--- src/rtl/dcache_controller_if.sv ---
// Signal bundle between the dcache controller, the CPU port, the cache SRAM and data memory.
// The slave modport is the controller's view; master is the surrounding environment.
interface dcache_controller_if;
   logic         cpu_req_i;
   logic         cpu_write_i;
   logic [31:0]  cpu_addr_i;
   logic [31:0]  cpu_data_i;
   logic [31:0]  cpu_data_o;
   logic         cpu_stall_o;

   logic         sram_enable_o;
   logic         sram_write_o;
   logic [3:0]   sram_addr_o;
   logic [24:0]  sram_tag_o;
   logic [255:0] sram_data_o;
   logic [24:0]  sram_tag_i;
   logic [255:0] sram_data_i;
   logic         sram_hit_i;

   logic         mem_enable_o;
   logic         mem_write_o;
   logic [31:0]  mem_addr_o;
   logic [255:0] mem_data_o;
   logic [255:0] mem_data_i;
   logic         mem_ack_i;

   modport slave (
      input  cpu_req_i, cpu_write_i, cpu_addr_i, cpu_data_i,
      output cpu_data_o, cpu_stall_o,
      output sram_enable_o, sram_write_o, sram_addr_o, sram_tag_o, sram_data_o,
      input  sram_tag_i, sram_data_i, sram_hit_i,
      output mem_enable_o, mem_write_o, mem_addr_o, mem_data_o,
      input  mem_data_i, mem_ack_i
   );

   modport master (
      output cpu_req_i, cpu_write_i, cpu_addr_i, cpu_data_i,
      input  cpu_data_o, cpu_stall_o,
      input  sram_enable_o, sram_write_o, sram_addr_o, sram_tag_o, sram_data_o,
      output sram_tag_i, sram_data_i, sram_hit_i,
      input  mem_enable_o, mem_write_o, mem_addr_o, mem_data_o,
      output mem_data_i, mem_ack_i
   );
endinterface

--- src/rtl/dcache_controller.sv ---
// Sequencing controller for a 2-way, 16-set, 256-bit-line data cache: zero-stall hits,
// dirty-victim write-back, line refill, then CPU replay.
module dcache_controller (
   input  logic                clk_i,
   input  logic                rst_i,
   dcache_controller_if.slave  bus
);

   typedef enum logic [2:0] {
      IDLE,
      MISS,
      WRITEBACK,
      ALLOCATE,
      REFILL
   } state_t;

   state_t        r_state;
   state_t        w_next;

   logic [24:0]   r_victim_tag;
   logic [255:0]  r_victim_data;
   logic [26:0]   r_req_line;
   logic [255:0]  r_refill_data;
   logic          r_mem_enable;
   logic          r_mem_write;
   logic [31:0]   r_mem_addr;
   logic [255:0]  r_mem_data;

   logic [2:0]    w_word;
   logic [3:0]    w_index;
   logic [22:0]   w_tag;
   logic          w_miss;
   logic          w_victim_dirty;
   logic [255:0]  w_merged;

   assign w_word         = bus.cpu_addr_i[4:2];
   assign w_index        = bus.cpu_addr_i[8:5];
   assign w_tag          = bus.cpu_addr_i[31:9];
   assign w_miss         = (r_state == IDLE) & bus.cpu_req_i & ~bus.sram_hit_i;
   assign w_victim_dirty = r_victim_tag[24] & r_victim_tag[23];

   always_comb begin
      w_merged = bus.sram_data_i;
      w_merged[{w_word, 5'b0} +: 32] = bus.cpu_data_i;
   end

   always_ff @(posedge clk_i) begin
      if (rst_i) begin
         r_state <= IDLE;
      end else begin
         r_state <= w_next;
      end
   end

   always_comb begin
      w_next = r_state;
      case (r_state)
         IDLE:      if (w_miss) w_next = MISS;
         MISS:      w_next = w_victim_dirty ? WRITEBACK : ALLOCATE;
         WRITEBACK: if (bus.mem_ack_i) w_next = ALLOCATE;
         ALLOCATE:  if (bus.mem_ack_i) w_next = REFILL;
         REFILL:    w_next = IDLE;
         default:   w_next = IDLE;
      endcase
   end

   // Memory request registers: the enable is a one-cycle pulse raised on entry to
   // WRITEBACK/ALLOCATE, while address/data stay put until the next request.
   always_ff @(posedge clk_i) begin
      if (rst_i) begin
         r_victim_tag  <= '0;
         r_victim_data <= '0;
         r_req_line    <= '0;
         r_refill_data <= '0;
         r_mem_enable  <= 1'b0;
         r_mem_write   <= 1'b0;
         r_mem_addr    <= '0;
         r_mem_data    <= '0;
      end else begin
         r_mem_enable <= 1'b0;
         case (r_state)
            IDLE: begin
               if (w_miss) begin
                  r_victim_tag  <= bus.sram_tag_i;
                  r_victim_data <= bus.sram_data_i;
                  r_req_line    <= bus.cpu_addr_i[31:5];
               end
            end
            MISS: begin
               r_mem_enable <= 1'b1;
               if (w_victim_dirty) begin
                  r_mem_write <= 1'b1;
                  r_mem_addr  <= {r_victim_tag[22:0], r_req_line[3:0], 5'b0};
                  r_mem_data  <= r_victim_data;
               end else begin
                  r_mem_write <= 1'b0;
                  r_mem_addr  <= {r_req_line, 5'b0};
               end
            end
            WRITEBACK: begin
               if (bus.mem_ack_i) begin
                  r_mem_enable <= 1'b1;
                  r_mem_write  <= 1'b0;
                  r_mem_addr   <= {r_req_line, 5'b0};
               end
            end
            ALLOCATE: begin
               if (bus.mem_ack_i) begin
                  r_refill_data <= bus.mem_data_i;
               end
            end
            default: ;
         endcase
      end
   end

   always_comb begin
      bus.cpu_stall_o   = 1'b1;
      bus.cpu_data_o    = bus.sram_data_i[{w_word, 5'b0} +: 32];
      bus.sram_enable_o = 1'b0;
      bus.sram_write_o  = 1'b0;
      bus.sram_addr_o   = r_req_line[3:0];
      bus.sram_tag_o    = {1'b1, 1'b0, r_req_line[26:4]};
      bus.sram_data_o   = r_refill_data;
      case (r_state)
         IDLE: begin
            bus.cpu_stall_o   = w_miss;
            bus.sram_enable_o = bus.cpu_req_i;
            bus.sram_addr_o   = w_index;
            bus.sram_tag_o    = {1'b1, 1'b0, w_tag};
            bus.sram_data_o   = w_merged;
            if (bus.cpu_req_i & bus.cpu_write_i & bus.sram_hit_i) begin
               bus.sram_write_o = 1'b1;
               bus.sram_tag_o   = {1'b1, 1'b1, w_tag};
            end
         end
         REFILL: begin
            bus.sram_enable_o = 1'b1;
            bus.sram_write_o  = 1'b1;
         end
         default: ;
      endcase
      // A reset cycle must never commit an SRAM write, whatever state it lands in.
      if (rst_i) begin
         bus.sram_write_o = 1'b0;
      end
   end

   assign bus.mem_enable_o = r_mem_enable & ~rst_i;
   assign bus.mem_write_o  = r_mem_write;
   assign bus.mem_addr_o   = r_mem_addr;
   assign bus.mem_data_o   = r_mem_data;

endmodule

--- src/flat_wrapper.sv ---
// flat-port wrapper written by rule: the top's interface ports become plain ports
module dcache_controller_flat 
  (clk_i, rst_i, bus_cpu_req_i, bus_cpu_write_i, bus_cpu_addr_i, bus_cpu_data_i, bus_cpu_data_o, bus_cpu_stall_o, bus_sram_enable_o, bus_sram_write_o, bus_sram_addr_o, bus_sram_tag_o, bus_sram_data_o, bus_sram_tag_i, bus_sram_data_i, bus_sram_hit_i, bus_mem_enable_o, bus_mem_write_o, bus_mem_addr_o, bus_mem_data_o, bus_mem_data_i, bus_mem_ack_i);
  dcache_controller_if bus_i ();
  input  logic clk_i;
  input  logic rst_i;
  input wire logic [$bits(bus_i.cpu_req_i)-1:0] bus_cpu_req_i;
  input wire logic [$bits(bus_i.cpu_write_i)-1:0] bus_cpu_write_i;
  input wire logic [$bits(bus_i.cpu_addr_i)-1:0] bus_cpu_addr_i;
  input wire logic [$bits(bus_i.cpu_data_i)-1:0] bus_cpu_data_i;
  output wire logic [$bits(bus_i.cpu_data_o)-1:0] bus_cpu_data_o;
  output wire logic [$bits(bus_i.cpu_stall_o)-1:0] bus_cpu_stall_o;
  output wire logic [$bits(bus_i.sram_enable_o)-1:0] bus_sram_enable_o;
  output wire logic [$bits(bus_i.sram_write_o)-1:0] bus_sram_write_o;
  output wire logic [$bits(bus_i.sram_addr_o)-1:0] bus_sram_addr_o;
  output wire logic [$bits(bus_i.sram_tag_o)-1:0] bus_sram_tag_o;
  output wire logic [$bits(bus_i.sram_data_o)-1:0] bus_sram_data_o;
  input wire logic [$bits(bus_i.sram_tag_i)-1:0] bus_sram_tag_i;
  input wire logic [$bits(bus_i.sram_data_i)-1:0] bus_sram_data_i;
  input wire logic [$bits(bus_i.sram_hit_i)-1:0] bus_sram_hit_i;
  output wire logic [$bits(bus_i.mem_enable_o)-1:0] bus_mem_enable_o;
  output wire logic [$bits(bus_i.mem_write_o)-1:0] bus_mem_write_o;
  output wire logic [$bits(bus_i.mem_addr_o)-1:0] bus_mem_addr_o;
  output wire logic [$bits(bus_i.mem_data_o)-1:0] bus_mem_data_o;
  input wire logic [$bits(bus_i.mem_data_i)-1:0] bus_mem_data_i;
  input wire logic [$bits(bus_i.mem_ack_i)-1:0] bus_mem_ack_i;
  assign bus_i.cpu_req_i = bus_cpu_req_i;
  assign bus_i.cpu_write_i = bus_cpu_write_i;
  assign bus_i.cpu_addr_i = bus_cpu_addr_i;
  assign bus_i.cpu_data_i = bus_cpu_data_i;
  assign bus_cpu_data_o = bus_i.cpu_data_o;
  assign bus_cpu_stall_o = bus_i.cpu_stall_o;
  assign bus_sram_enable_o = bus_i.sram_enable_o;
  assign bus_sram_write_o = bus_i.sram_write_o;
  assign bus_sram_addr_o = bus_i.sram_addr_o;
  assign bus_sram_tag_o = bus_i.sram_tag_o;
  assign bus_sram_data_o = bus_i.sram_data_o;
  assign bus_i.sram_tag_i = bus_sram_tag_i;
  assign bus_i.sram_data_i = bus_sram_data_i;
  assign bus_i.sram_hit_i = bus_sram_hit_i;
  assign bus_mem_enable_o = bus_i.mem_enable_o;
  assign bus_mem_write_o = bus_i.mem_write_o;
  assign bus_mem_addr_o = bus_i.mem_addr_o;
  assign bus_mem_data_o = bus_i.mem_data_o;
  assign bus_i.mem_data_i = bus_mem_data_i;
  assign bus_i.mem_ack_i = bus_mem_ack_i;
  dcache_controller u_core (.clk_i(clk_i), .rst_i(rst_i), .bus(bus_i));
endmodule
--- config.mk ---
export PLATFORM = sky130hd
export DESIGN_NAME = dcache_controller_flat
export DESIGN_NICKNAME = d
export VERILOG_FILES = /design/src/rtl/dcache_controller_if.sv /design/src/rtl/dcache_controller.sv /design/src/flat_wrapper.sv
export SDC_FILE = /design/constraint.sdc
export NUM_CORES = 2
export LEC_CHECK = 0
export CAP_MARGIN = 0
export CORE_AREA = 2 2 475 477
export DETAILED_ROUTE_END_ITERATION = 8
export DIE_AREA = 0 0 477 479
export MAX_ROUTING_LAYER = met4
export PLACE_DENSITY = 0.4
export SLEW_MARGIN = 20
export SYNTH_ARGS = -nofsm -noshare
export SYNTH_HDL_FRONTEND = slang
export SYNTH_SLANG_ARGS = --single-unit
--- constraint.sdc ---
create_clock -name clk_i -period 5.95 [get_ports clk_i]
set_input_delay 1.785 -clock clk_i [delete_from_list [all_inputs] [get_ports clk_i]]
set_output_delay 1.785 -clock clk_i [all_outputs]
set_load 0.02 [all_outputs]
# Word level (Yosys, flattened, before mapping)
# Cells that the tools add are included.
# classes
addsub	1
n_eq_ne	7
n_shift	3
n_mux	23
bitwise_logic	8
reduce_logical	7
# op_table
cell	n
$bwmux 256	1
$mux 256	1
$shift 32x10->256 const A	1
$shiftx 256x9->32	1
$shiftx 32x10->256	1
$mux 32	2
$pmux 32 s2	1
$mux 25	1
$mux 24	1
$pmux 3 s4	1
$neg 8->10	1
$mux 3	3
$pmux 1 s2	4
$reduce_and 2->1	4
$mux 1	7
$and 1x1->1	6
$eq 3x2->1 const B	2
$mux 4	1
$ne 2x2->1 const B	2
$eq 3x1->1 const B	1
$eq 3x3->1 const B	1
$logic_not 3->1	1
$reduce_and 3->1	1
$ne 2x1->1 const B	1
other kinds (2)	3
# word_totals
reg_bits	857
input_bits	607
output_inout_bits	610
wordCells	58

# Longest topological paths before layout
# logic_depth
ltp_word	5
depth_mapped	13
mapped_depth_nobuf	6

# Worst setup path after synthesis
# Ideal clock, no wire load.
# synth_path
path_type	input-to-output
from	input port bus_cpu_addr_i[2]
to	output port bus_sram_data_o[194]
t_arrival_ns	4.532
setup_slack_ns	-0.367
path_stages	13
path_cell_list	buf_2 > buf_2 > buf_2 > inv_1 > ha_1 > ha_1 > buf_2 > or3b_1 > clkbuf_1 > or2_1 > clkbuf_1 > buf_2 > o211ai_1
# synth_between
elab_chain_cells	4
word_cells_on_any_way	5
classes_between	add/sub (1); shift (2); mux (2)
# synth_lines
element	line_no	rtl
start, declared	flat_wrapper.sv:9	input wire logic [$bits(bus_i.cpu_addr_i)-1:0] bus_cpu_addr_i;
$neg 8->10 (*)	dcache_controller.sv:44	w_merged[{w_word, 5'b0} +: 32] = bus.cpu_data_i;
$shiftx 32x10->256 or $shift 32x10->256 (tied branches)	dcache_controller.sv:44	
$bwmux 256 (*)	dcache_controller.sv:44	
$mux 256 (*)	dcache_controller.sv:125	case (r_state)
end, declared	flat_wrapper.sv:17	output wire logic [$bits(bus_i.sram_data_o)-1:0] bus_sram_data_o;
# Mark *: on every way between the ends. The rest lies on a longest branch, timed or not.

# Worst setup path after layout
# layout_path
from	input port bus_cpu_addr_i[4]
to	output port bus_sram_data_o[238]
# Same word-level chain as after synthesis.

==> impl_metrics.ini <==
[timing]
final.setup.tns_ns = 0
worstMarginPinSlew_ns = 1.295
worst_slack_ns = 0.01804
hold_viol_final = 0
timing.hold.ws_ns = 0.4556
maxSlewViolCount = 0
min_period_ns = 5.932
max_freq_ghz = 0.1686
rsz0062_at_grt = false
finClkSkew_ns = 0.03314
slew_headroom_pct = 13.63
fin_crit_sh_pct = 99.70
setup_viol = 0

[synth]
synthArstFlopShare_pct = 0
ys.warnings.count = 0
synth_xor_area_share_pct = 0
synthMuxAreaShare_pct = 6.904
synth.area.top_cells = dfxtp_1, a21oi_1, o21ai_0
synth_compound_area_share_pct = 25.72
synth_flop_cell = dfxtp_1
yosysSeqAreaShare_pct = 43.25
yosys.area.top_type_share_pct = 43.25
synth_top_area_cell = dfxtp_1
ys_ff_latch = 852
synth_cell_type_count = 45
synth_edf_count = 0
yosys.area_share.simple_pct = 17.92
synth_top_family_by_area = compound AO/OA/AOI/OAI gates
syn_area_mm2 = 0.03944
syn_area_per_cell_um2 = 7.626
syn-instance-count = 5171
yosys.area_share.adder_pct = 0.09518

[drt]
routed_via_density = 5.076
drcViolationCount = 0
ant_nets = 0
wire_per_inst_um = 35.86
drtIter0Drc = 6217
dr.pass1.iters = 8
vias = 48140
drt_wl_total_mm = 340.1

[grt]
antenna_found_initial = 124
overflow = 0
grt_pass1_vias = 44790
grt_pass1_wl_mm = 437.4
grt_max_degree = 209
track_usage_pct = 29.18

[floorplan]
ios = 1217
coreArea_mm2 = 0.2236
num_rows = 174
floorplan.initialDensity_pct = 17.64
die_area_mm2 = 0.2285
die_w_um = 477
die_y_um = 479

[finish]
drive_above_1_share_pct = 15.25
final-seq-area_mm2 = 0.01706
fillerInstances = 24520
final_cell_mix = clkdlybuf4s50_1, nand2_1, a21oi_1
fin_util_pct = 27.78
multi_input_area_mm2 = 0.02018
synthToLayoutAreaGrowth_pct = 57.51
final_area_mm2 = 0.06212
finalNonFillerCells = 9485
fin_nets = 6934
layout_commonest_cell = clkdlybuf4s50_1

[power_and_ir_drop]
vdd_drop_max_v = 0.0002413
total_power_mw = 18.50
pwr_density_cell_mw_per_mm2 = 297.8
leakagePower_nw = 21.21

[placed_design]
dpl.hpwl_mm = 265.3
dp.cells = 9197
portBuffers = 1208
placed_area_mm2 = 0.05797
pre_cts_ws_ns = -0.4764
routabilityCongestion = 0.9758

[setup_path]
crit_type = input port to output pin
critPathMaxFanout = 11
crit-reg2reg-launch = u_core.r_state[1]
r2r_slack_ns = 3.00
cp.arrival_ns = 4.15
worstPathCellList = dlygate4sd2_1 > inv_2 > ha_4 > buf_6 > nor4b_4 > buf_12 > buf_4 > buf_4 > mux2i_1 > o21ai_0 > buf_4 > buf_4
crit_top_cell = buf_4
slowest_stage = nor4b_4
start_kind = input port
critPathCaptureType = output pin
cp_slowest_stage_delay_ns = 0.31
r2r.worst_path.cells = 6
crit_required_ns = 4.16
startpoint = bus_cpu_addr_i[4]
worstSetupEndpoint = bus_sram_data_o[238]
reg2reg_to = u_core.r_victim_data[194]

[cts]
cts_root_buf = clkbuf_16
numClockSinks = 852
cts.hold.buffers_added = 0
clk_path_buf_depth = 3
clk_pin_slew_ns = 0.05
cts_buffers = 109
htree_levels = 3
clkLatencyLatePin_ns = 0.78
cts_tree = done

[run]
max-cap-violations = 0

[hold_path]
hold_class = flop to flop

[status]
status = completed
## repair_timing
action / CTS / global route
gates cloned: 2 / 0
hold endpoints to repair: 0 / 0
pin swaps: 4 / 0
buffers inserted: 6 / 0
setup endpoints to repair: 138 / 12
resized for setup: 60 / 6
## worst max-delay path, delay by kind of cell
| kind | cells | cell delay, ns |
|---|---|---|
| simple gates | 1 | 0.31 |
| compound gates | 1 | 0.16 |
| buf+inv | 8 | 1.39 |
| mux | 1 | 0.21 |
| fa+ha+maj | 1 | 0.27 |
## layout make-up
class	count	share of cell area [%]
Timing Repair Buffer	1627	27.61
Clock inverter	40	0.9044
Sequential cell	852	27.46
Multi-Input combinational cell	3729	32.49
Tap cell	2992	6.027
Antenna cell	85	0.3424
Clock buffer	155	5.120
Inverter	5	0.04230
## per-layer routing
layer	wire length (um)	vias to the layer above	GRT usage, %
li1	-	20730	-
met1	142900	23980	37.16
met2	143700	2875	41.65
met3	34070	561	8.491
met4	19410	0	14.80
met5	0	-	-
## registers in the layout, indices dropped and copies added (netlist names)
| signal | cells |
|---|---|
| u_core.r_state | 3 |
| u_core.bus.mem_addr_o | 27 |
| u_core.r_mem_enable | 1 |
| u_core.r_victim_tag | 25 |
| u_core.r_refill_data | 256 |
| u_core.bus.mem_write_o | 1 |
| u_core.r_victim_data | 256 |
| u_core.bus.mem_data_o | 256 |
| u_core.r_req_line | 27 |
## power breakdown
| part | total (mW) | leakage (nW) | switching (mW) | internal [mW] |
|---|---|---|---|---|
| combinational | 5.43 | 12.5 | 3.41 | 2.02 |
| sequential | 5.96 | 6.90 | 0.0941 | 5.87 |
| clock | 7.11 | 1.85 | 3.00 | 4.11 |
## logic make-up after synthesis
group	after synthesis
AOI/OAI and AO/OA	1896
buffers and inverters	594
and+or+nand+nor	1632
DFF	852
other	2
muxes	192
adders and majority gates	3
## synth_stat cells (2+ instances only)
library cell,number
nand3_1,571
inv_1,4
nand4_1,23
o21ai_0,785
nor2_1,67
conb_1,2
nor3b_1,2
buf_4,9
clkbuf_1,458
or3b_2,3
ha_1,3
o211ai_2,30
o211ai_1,98
mux2i_1,128
a21oi_1,890
a31oi_1,65
nand2_1,918
buf_6,5
buf_2,79
or2_1,2
buf_1,38
a311oi_1,23
a2111oi_0,2
dfxtp_1,852
nor2b_1,2
nor3_1,25
and4b_1,2
nand4b_1,3
nor4bb_1,3
mux4_2,64
## worst min-delay path by stage
stage	startpoint	endpoint	slack (ns)	cells after the start
6_report	u_core.r_refill_data[123]	u_core.r_refill_data[123]	0.46	2
3_3_place_gp	u_core.r_refill_data[50]	u_core.r_refill_data[50]	0.44	2
3_5_place_dp	u_core.r_refill_data[111]	u_core.r_refill_data[111]	0.45	2
5_1_grt	u_core.r_refill_data[76]	u_core.r_refill_data[76]	0.47	2
4_1_cts	u_core.r_victim_data[241]	u_core.bus.mem_data_o[241]	0.45	2
2_1_floorplan	u_core.r_refill_data[0]	u_core.r_refill_data[0]	0.44	2
Note: power is estimated with default switching activity, not from simulation.
